File: config.mk
export PLATFORM = sky130hd
export DESIGN_NAME = ptw_read_arbiter
export DESIGN_NICKNAME = d
export VERILOG_FILES = /design/src/rtl/ptw_arb_pkg.sv /design/src/rtl/ptw_arb_rr.sv /design/src/rtl/ptw_read_arbiter.sv
export SDC_FILE = /design/constraint.sdc
export NUM_CORES = 1
export LEC_CHECK = 0
export CAP_MARGIN = 30
export CORE_AREA = 2 2 155 157
export DETAILED_ROUTE_END_ITERATION = 12
export DIE_AREA = 0 0 157 159
export HOLD_SLACK_MARGIN = 0.06
export PLACE_DENSITY_LB_ADDON = 0.3
export REMOVE_ABC_BUFFERS = 1
export SLEW_MARGIN = 20
export SYNTH_ARGS = -nofsm -noshare
export SYNTH_HDL_FRONTEND = slang
export SYNTH_SLANG_ARGS = --single-unit
File: constraint.sdc
create_clock -name clk -period 4 [get_ports clk]
set_input_delay 0.4 -clock clk [delete_from_list [all_inputs] [get_ports clk]]
set_output_delay 0.4 -clock clk [all_outputs]
set_load 0.02 [all_outputs]
File: src/rtl/ptw_arb_pkg.sv
// Shared types for the page-table-walker read arbiter.
// States, AXI response codes and the latched R-beat bundle.
package ptw_arb_pkg;

  typedef enum logic [1:0] {
    IDLE,
    ADDR,
    DATA,
    RESP
  } ptw_arb_state_t;

  localparam logic [1:0] RESP_OKAY   = 2'b00;
  localparam logic [1:0] RESP_SLVERR = 2'b10;

  typedef struct packed {
    logic [63:0] data;
    logic [1:0]  resp;
  } ptw_arb_rbeat_t;

endpackage

File: src/rtl/ptw_arb_rr.sv
// Two-way round-robin grant for the PTW read arbiter.
// Purely combinational; the winner's index is valid when gnt_vld is high.
module ptw_arb_rr
  import ptw_arb_pkg::*;
(
  input  logic req_0,
  input  logic req_1,
  input  logic last_grant,
  output logic gnt_vld,
  output logic gnt
);

  always_comb begin
    gnt_vld = req_0 | req_1;
    gnt     = 1'b0;
    unique case (1'b1)
      (req_0 && req_1):  gnt = ~last_grant;
      (!req_0 && req_1): gnt = 1'b1;
      default:           gnt = 1'b0;
    endcase
  end

endmodule

File: src/rtl/ptw_read_arbiter.sv
// Shares one AXI-Lite read port between two MMU page-table walkers.
// Define PTW_ARB_TIMEOUT_EN to enable the master-read watchdog.
module ptw_read_arbiter
  import ptw_arb_pkg::*;
#(
  parameter int TIMEOUT_CYCLES = 256
) (
  input  logic        clk,
  input  logic        rst,
  input  logic [63:0] araddr_0,
  input  logic        arvalid_0,
  output logic        arready_0,
  output logic [63:0] rdata_0,
  output logic [1:0]  rresp_0,
  output logic        rvalid_0,
  input  logic        rready_0,
  input  logic [63:0] araddr_1,
  input  logic        arvalid_1,
  output logic        arready_1,
  output logic [63:0] rdata_1,
  output logic [1:0]  rresp_1,
  output logic        rvalid_1,
  input  logic        rready_1,
  output logic [63:0] araddr,
  output logic        arvalid,
  input  logic        arready,
  input  logic [63:0] rdata,
  input  logic [1:0]  rresp,
  input  logic        rvalid,
  output logic        rready
);

  ptw_arb_state_t state, state_n;
  ptw_arb_rbeat_t rb_0, rb_1, beat;

  logic last_grant, g;
  logic gnt_vld, gnt;
  logic rready_g;
  logic ar_hs, ar_done;
  logic r_take, r_tmo, resp_done;
  logic tmo_hit;

  ptw_arb_rr u_rr (
    .req_0      (arvalid_0),
    .req_1      (arvalid_1),
    .last_grant (last_grant),
    .gnt_vld    (gnt_vld),
    .gnt        (gnt)
  );

  assign rready_g  = g ? rready_1 : rready_0;
  assign arready_0 = (state == IDLE) && gnt_vld && !gnt;
  assign arready_1 = (state == IDLE) && gnt_vld && gnt;

  assign rdata_0 = rb_0.data;
  assign rresp_0 = rb_0.resp;
  assign rdata_1 = rb_1.data;
  assign rresp_1 = rb_1.resp;

`ifdef PTW_ARB_TIMEOUT_EN
  localparam int TW = $clog2(TIMEOUT_CYCLES + 1);

  logic [TW-1:0] tmo_cnt;

  assign tmo_hit = (tmo_cnt == TW'(TIMEOUT_CYCLES - 1));

  always_ff @(posedge clk) begin
    if (!rst || ar_done) begin
      tmo_cnt <= '0;
    end else if (state == DATA && !rvalid) begin
      tmo_cnt <= tmo_cnt + TW'(1);
    end
  end
`else
  assign tmo_hit = 1'b0;
`endif

  always_ff @(posedge clk) begin
    if (!rst) begin
      state <= IDLE;
    end else begin
      state <= state_n;
    end
  end

  always_comb begin
    state_n   = state;
    ar_hs     = 1'b0;
    ar_done   = 1'b0;
    r_take    = 1'b0;
    r_tmo     = 1'b0;
    resp_done = 1'b0;
    unique case (state)
      IDLE: begin
        if (gnt_vld) begin
          ar_hs   = 1'b1;
          state_n = ADDR;
        end
      end
      ADDR: begin
        // an R beat coinciding with arready is not ours yet: rready is low
        if (arready) begin
          ar_done = 1'b1;
          state_n = DATA;
        end
      end
      DATA: begin
        if (rvalid && rready) begin
          r_take  = 1'b1;
          state_n = RESP;
        end else if (tmo_hit) begin
          r_tmo   = 1'b1;
          state_n = RESP;
        end
      end
      RESP: begin
        if (rready_g) begin
          resp_done = 1'b1;
          state_n   = IDLE;
        end
      end
      default: state_n = IDLE;
    endcase
  end

  always_comb begin
    beat.data = rdata;
    beat.resp = rresp;
    if (r_tmo) begin
      beat.data = '0;
      beat.resp = RESP_SLVERR;
    end
  end

  always_ff @(posedge clk) begin
    if (!rst) begin
      arvalid    <= 1'b0;
      rready     <= 1'b0;
      araddr     <= '0;
      g          <= 1'b0;
      last_grant <= 1'b1;
      rb_0       <= '0;
      rb_1       <= '0;
      rvalid_0   <= 1'b0;
      rvalid_1   <= 1'b0;
    end else begin
      if (ar_hs) begin
        g       <= gnt;
        araddr  <= gnt ? araddr_1 : araddr_0;
        arvalid <= 1'b1;
      end
      if (ar_done) begin
        arvalid <= 1'b0;
        rready  <= 1'b1;
      end
      if (r_take || r_tmo) begin
        rready <= 1'b0;
        if (g) begin
          rb_1     <= beat;
          rvalid_1 <= 1'b1;
        end else begin
          rb_0     <= beat;
          rvalid_0 <= 1'b1;
        end
      end
      if (resp_done) begin
        rvalid_0   <= 1'b0;
        rvalid_1   <= 1'b0;
        last_grant <= g;
      end
    end
  end

endmodule
# Word level (Yosys, flattened, before mapping)
# Index checks and enable logic that the tools add are counted.
# W data, S select, Z words.
# word_totals
regBits	204
latchBits	0
ram_bits	0
mem_bits_ro	0
in_bits	202
output_inout_bits	202
wordCells	54
n_memories	0
# classes
add_sub_neg	0
multipliers	0
div_mod_pow	0
n_lt_le_gt_ge	0
eq_ne	7
shifts	0
mux	16
n_bitwise	4
reduce_logical	15
# op_table
op	n
$mux W64	1
$mux W1	9
$mux W2	4
$ne A2 B2 Y1 const B	4
$pmux W2 S4	1
$logic_and A1 B1 Y1	6
$reduce_or A2 Y1	3
$eq A2 B2 Y1 const B	2
$reduce_and A2 Y1	2
$reduce_and A4 Y1	1
$not A1 Y1	3
$eq A2 B1 Y1 const B	1
$logic_not A1 Y1	2
$logic_not A2 Y1	1
$pmux W1 S2	1
$or A1 B1 Y1	1

# Longest topological paths before layout
# logic_depth
ltp_word	5
ltp_mapped	8
mapped_depth_nobuf	6

# By module
# From an unflattened synthesis, not the netlist that was laid out.
# hier_totals
cells_unflattened	914
hier_area_um2	8313.0
# modules_own_cells
mod	instances	cells_per_inst	area_per_inst_um2	seq_area_each_um2
ptw_read_arbiter	1	912	8299.2	4083.9
ptw_arb_rr	1	2	13.8	0.0

# Worst setup path before layout
# OpenSTA, ideal clock, no wires.
# synth_path
kind	reg-to-output
start	register state[0]
end	output port arready_0
arrival_ns	1.468
t_required_ns	3.600
setup_slack_ns	2.132
stages_incl_launch_ff	6
path_buffers	2
cell_sequence	dfxtp_1 -> inv_1 -> ha_1 -> clkbuf_1 -> buf_1 -> and3_1
# synth_via
elab_chain_cells	3
# synth_lines
element	line_no	source
start: declaration	ptw_read_arbiter.sv:33	ptw_arb_state_t state, state_n;
start signal: assignment	ptw_read_arbiter.sv:82	state <= state_n;
$logic_not A2 Y1	ptw_read_arbiter.sv:52	assign arready_0 = (state == IDLE) && gnt_vld && !gnt;
$logic_and A1 B1 Y1 (2 in series)	ptw_read_arbiter.sv:52	
end: declaration	ptw_read_arbiter.sv:12	output logic arready_0,
# Every way passes these cells.

# Worst setup path after layout
# layout_path
start	register last_grant
end	output port arready_0
# layout_via
elab_chain_cells	4
# layout_lines
element	line_no	source
start: declaration	ptw_read_arbiter.sv:36	logic last_grant, g;
start signal: assignment	ptw_read_arbiter.sv:169	last_grant <= g;
$not A1 Y1	ptw_arb_rr.sv:17	(req_0 && req_1): gnt = ~last_grant;
$pmux W1 S2	ptw_arb_rr.sv:16	unique case (1'b1)
$logic_not A1 Y1	ptw_read_arbiter.sv:52	
$logic_and A1 B1 Y1	ptw_read_arbiter.sv:52	
# Every way passes these cells.

==> metrics.txt <==
run status complete, no violations; clock transition at the register clock pins on the worst setup and hold paths after CTS ~0.06 ns; worst-margin pin slew 0.799 ns; final cell utilization of the core 0.549; number of cells upsized or downsized after cts 0; H-Tree Depth 1; flop and latch count out of synthesis just over 200; final worst setup slack roughly 1.4 ns; warning count from the yosys run 0; VDD IR-drop max approximately 0.66 mV; most common flop cell mapped by yosys sky130_fd_sc_hd__dfxtp_1; maximum number of pins on one net before global-route repair approximately 100; cell type with the largest total area after synthesis sky130_fd_sc_hd__dfxtp_1; Floorplan Core Area approximately 23000 sq um; site row count between 50 and 60; hold path startpoint rdata[51]; type of element launching the critical path register; initial antenna violation count 0; drt initial violations around 450; clock tree from TritonCTS yes; most frequent cell after synthesis sky130_fd_sc_hd__nand2_1; first-pass GRT wire length 42800 um; remaining design rule violation count 0; DP HPWL around 19000 um; count of flip-flops with a built-in enable after synthesis 0; worst slew margin relative to its limit 0.467; area fraction of the dominant cell type after synthesis 0.526; multi-input gate area in the final layout 3350 sq um; hold-fix buffers at CTS 0; number of antenna repair diodes 0; Worst R2R Start state[0]; worst path arrival time about 2.2 ns; dominant cells by area after synthesis sky130_fd_sc_hd__dfxtp_1 53%, sky130_fd_sc_hd__nand2_1 13%, sky130_fd_sc_hd__a21oi_1 8.8%; worst stage delay on the critical path 0.59 ns; total setup violations reported at the end of the flow 0; combined global-route utilization of all metal layers 0.214; Fill cells 2133; die height about 160 um; detailed-route wire length per cell 17.4 um; CP Cell Sequence nand2b_2 -> and3_1 -> clkdlybuf4s50_1; combined flip-flop and latch cell area 4080 sq um; fraction of registers with async set or reset after synthesis 0; worst setup path category reg2out; count of cell types in the netlist 27; ratio of cells with drive above 1 in the final layout 0.0432; count of final hold-check violations 0; maxcap violations 0; data required time of the critical path 3.60 ns; Worst setup EP type output port; vias per std cell 4.91; static leakage approximately 4.4 nW; clock sink total about 200; cell area after technology mapping 7770 sq um; Num CTS Buffers 23; drt first pass iters 5; worst hold path type in2reg; residual antenna-violating net count after detailed routing 0; width of the chip ~160 um; root buffer cell sky130_fd_sc_hd__clkbuf_16; layout-stage area growth over the synthesis result 63.9%; Max stage delay cell, worst path sky130_fd_sc_hd__clkdlybuf4s50_1; boundary pin count about 400; post-route minimum period about 2.6 ns; largest fanout on the critical path 21; number of cells produced by synthesis around 930; peak clock frequency supported by timing between 0.3 and 0.4 GHz; routability congestion estimate 0.881; max-slew violations 0; total via count in the routed design about 8000; overall power of the completed layout 6.06 mW; pre-CTS WS approximately 1.4 ns; Initial Utilization 0.335; Worst Skew between 0.015 and 0.02 ns; post-detailed-routing wire length around 28000 um; mean post-synth cell area 8.38 sq um; Port Buffer Count 403; total global routing overflow 0; via count of the first global-routing pass 7500; Tcrit/Tclk final 0.655; total power density per cell area 476 nW/um^2; Synth top cells by count 268 x sky130_fd_sc_hd__nand2_1, 204 x sky130_fd_sc_hd__dfxtp_1, 137 x sky130_fd_sc_hd__a21oi_1; portion of the post-synthesis area used by sequential elements 0.526; setup total negative slack 0 ns; total die area about 25000 sq um; worst setup path startpoint last_grant; maximum clock path buffer count 3; Clk Latency, worst-skew pair ~0.52 ns; number of nets in the layout approximately 1500; setup repair after global routing missed its margin no; # Post-CTS Setup Buffers 0
## sequential cells by signal, indices dropped and copies added (netlist names)
| name | count |
|---|---|
| araddr | 64 |
| rdata_0 | 64 |
| rdata_1 | 64 |
| rresp_0 | 2 |
| rresp_1 | 2 |
| state | 2 |
| arvalid | 1 |
| g | 1 |
| last_grant | 1 |
| rready | 1 |
| rvalid_0 | 1 |
| rvalid_1 | 1 |
## logic make-up after synthesis
logic type               count (synthesis)  synth area share
AND/OR/NAND/NOR                        352             0.173
AO/OA/AOI/OAI                          274             0.243
flip-flops                             204             0.526
buffers and inverters                   91            0.0488
adder cells (fa/ha/maj)                  5           0.00805
multiplexers                             1           0.00129
## per-stage QoR
| step | hold WS, ns | cell area, sq um | instances |
|---|---|---|---|
| after CTS | 0.431 | 12700 | 1614 |
| after detailed placement | 0.444 | 12000 | 1576 |
| after global routing | 0.435 | 12700 | 1614 |
| after global placement | 0.434 | 12000 | 1576 |
| final | 0.449 | 12700 | 1614 |
| after floorplan | 0.476 | 7410 | 842 |
## power breakdown
| group | total, mW | internal (mW) | switching [mW] |
|---|---|---|---|
| clock network | 2.05 | 1.21 | 0.838 |
| registers | 2.31 | 2.21 | 0.102 |
| logic | 1.69 | 0.757 | 0.932 |
## layout by cell type, fill, tap and decap left out, types with 2 or more instances in the layout
master                            netlist  final
sky130_fd_sc_hd__nand2_1              268    268
sky130_fd_sc_hd__o21ai_0                2      2
sky130_fd_sc_hd__a32o_1                64     64
sky130_fd_sc_hd__dfxtp_1              204    204
sky130_fd_sc_hd__inv_1                  6      5
sky130_fd_sc_hd__buf_4                  0     10
sky130_fd_sc_hd__buf_12                 0      2
sky130_fd_sc_hd__clkdlybuf4s50_1        0    402
sky130_fd_sc_hd__nor2_4                 0      2
sky130_fd_sc_hd__clkbuf_16              0     23
sky130_fd_sc_hd__ha_1                   5      4
sky130_fd_sc_hd__nand3_1                2      2
sky130_fd_sc_hd__clkbuf_1              45      5
sky130_fd_sc_hd__a22oi_1               64     64
sky130_fd_sc_hd__nor2_1                75     73
sky130_fd_sc_hd__clkbuf_8               0      5
sky130_fd_sc_hd__clkinv_2               0      3
sky130_fd_sc_hd__a21oi_1              137    137
sky130_fd_sc_hd__nand2b_2               0      2
## per-layer routing
layer	up-vias	wire, um	track usage
met5	-	0	0
met4	0	903	0.0751
met3	53	1830	0.0455
met2	251	13900	0.369
met1	3700	11400	0.263
li1	3915	-	-
## critical path, delay by kind of cell (launching register included)
family / cells / cell delay (ns)
buffers and inverters: 1 / 0.59
AND/OR/NAND/NOR: 2 / 0.68
flip-flops: 1 / 0.43
## path summary, 6_finish.rpt
check,depth (start not counted),slack (ns),end
worst max-delay path,3,1.38,arready_0
worst min-delay path,3,0.45,rdata_0[51]
worst max register to register,7,1.65,rdata_0[42]
worst min register to register,2,0.45,rdata_1[42]
## area by class of cell
cell class              instances  share of cell area
repair buffers                415               0.325
flip-flops and latches        204               0.321
multi-input cells             632               0.263
clock buffers                  33              0.0521
well taps                     319              0.0313
clock inverters                 5             0.00511
inverters                       6             0.00216
Note: power is estimated with default switching activity, not from simulation.
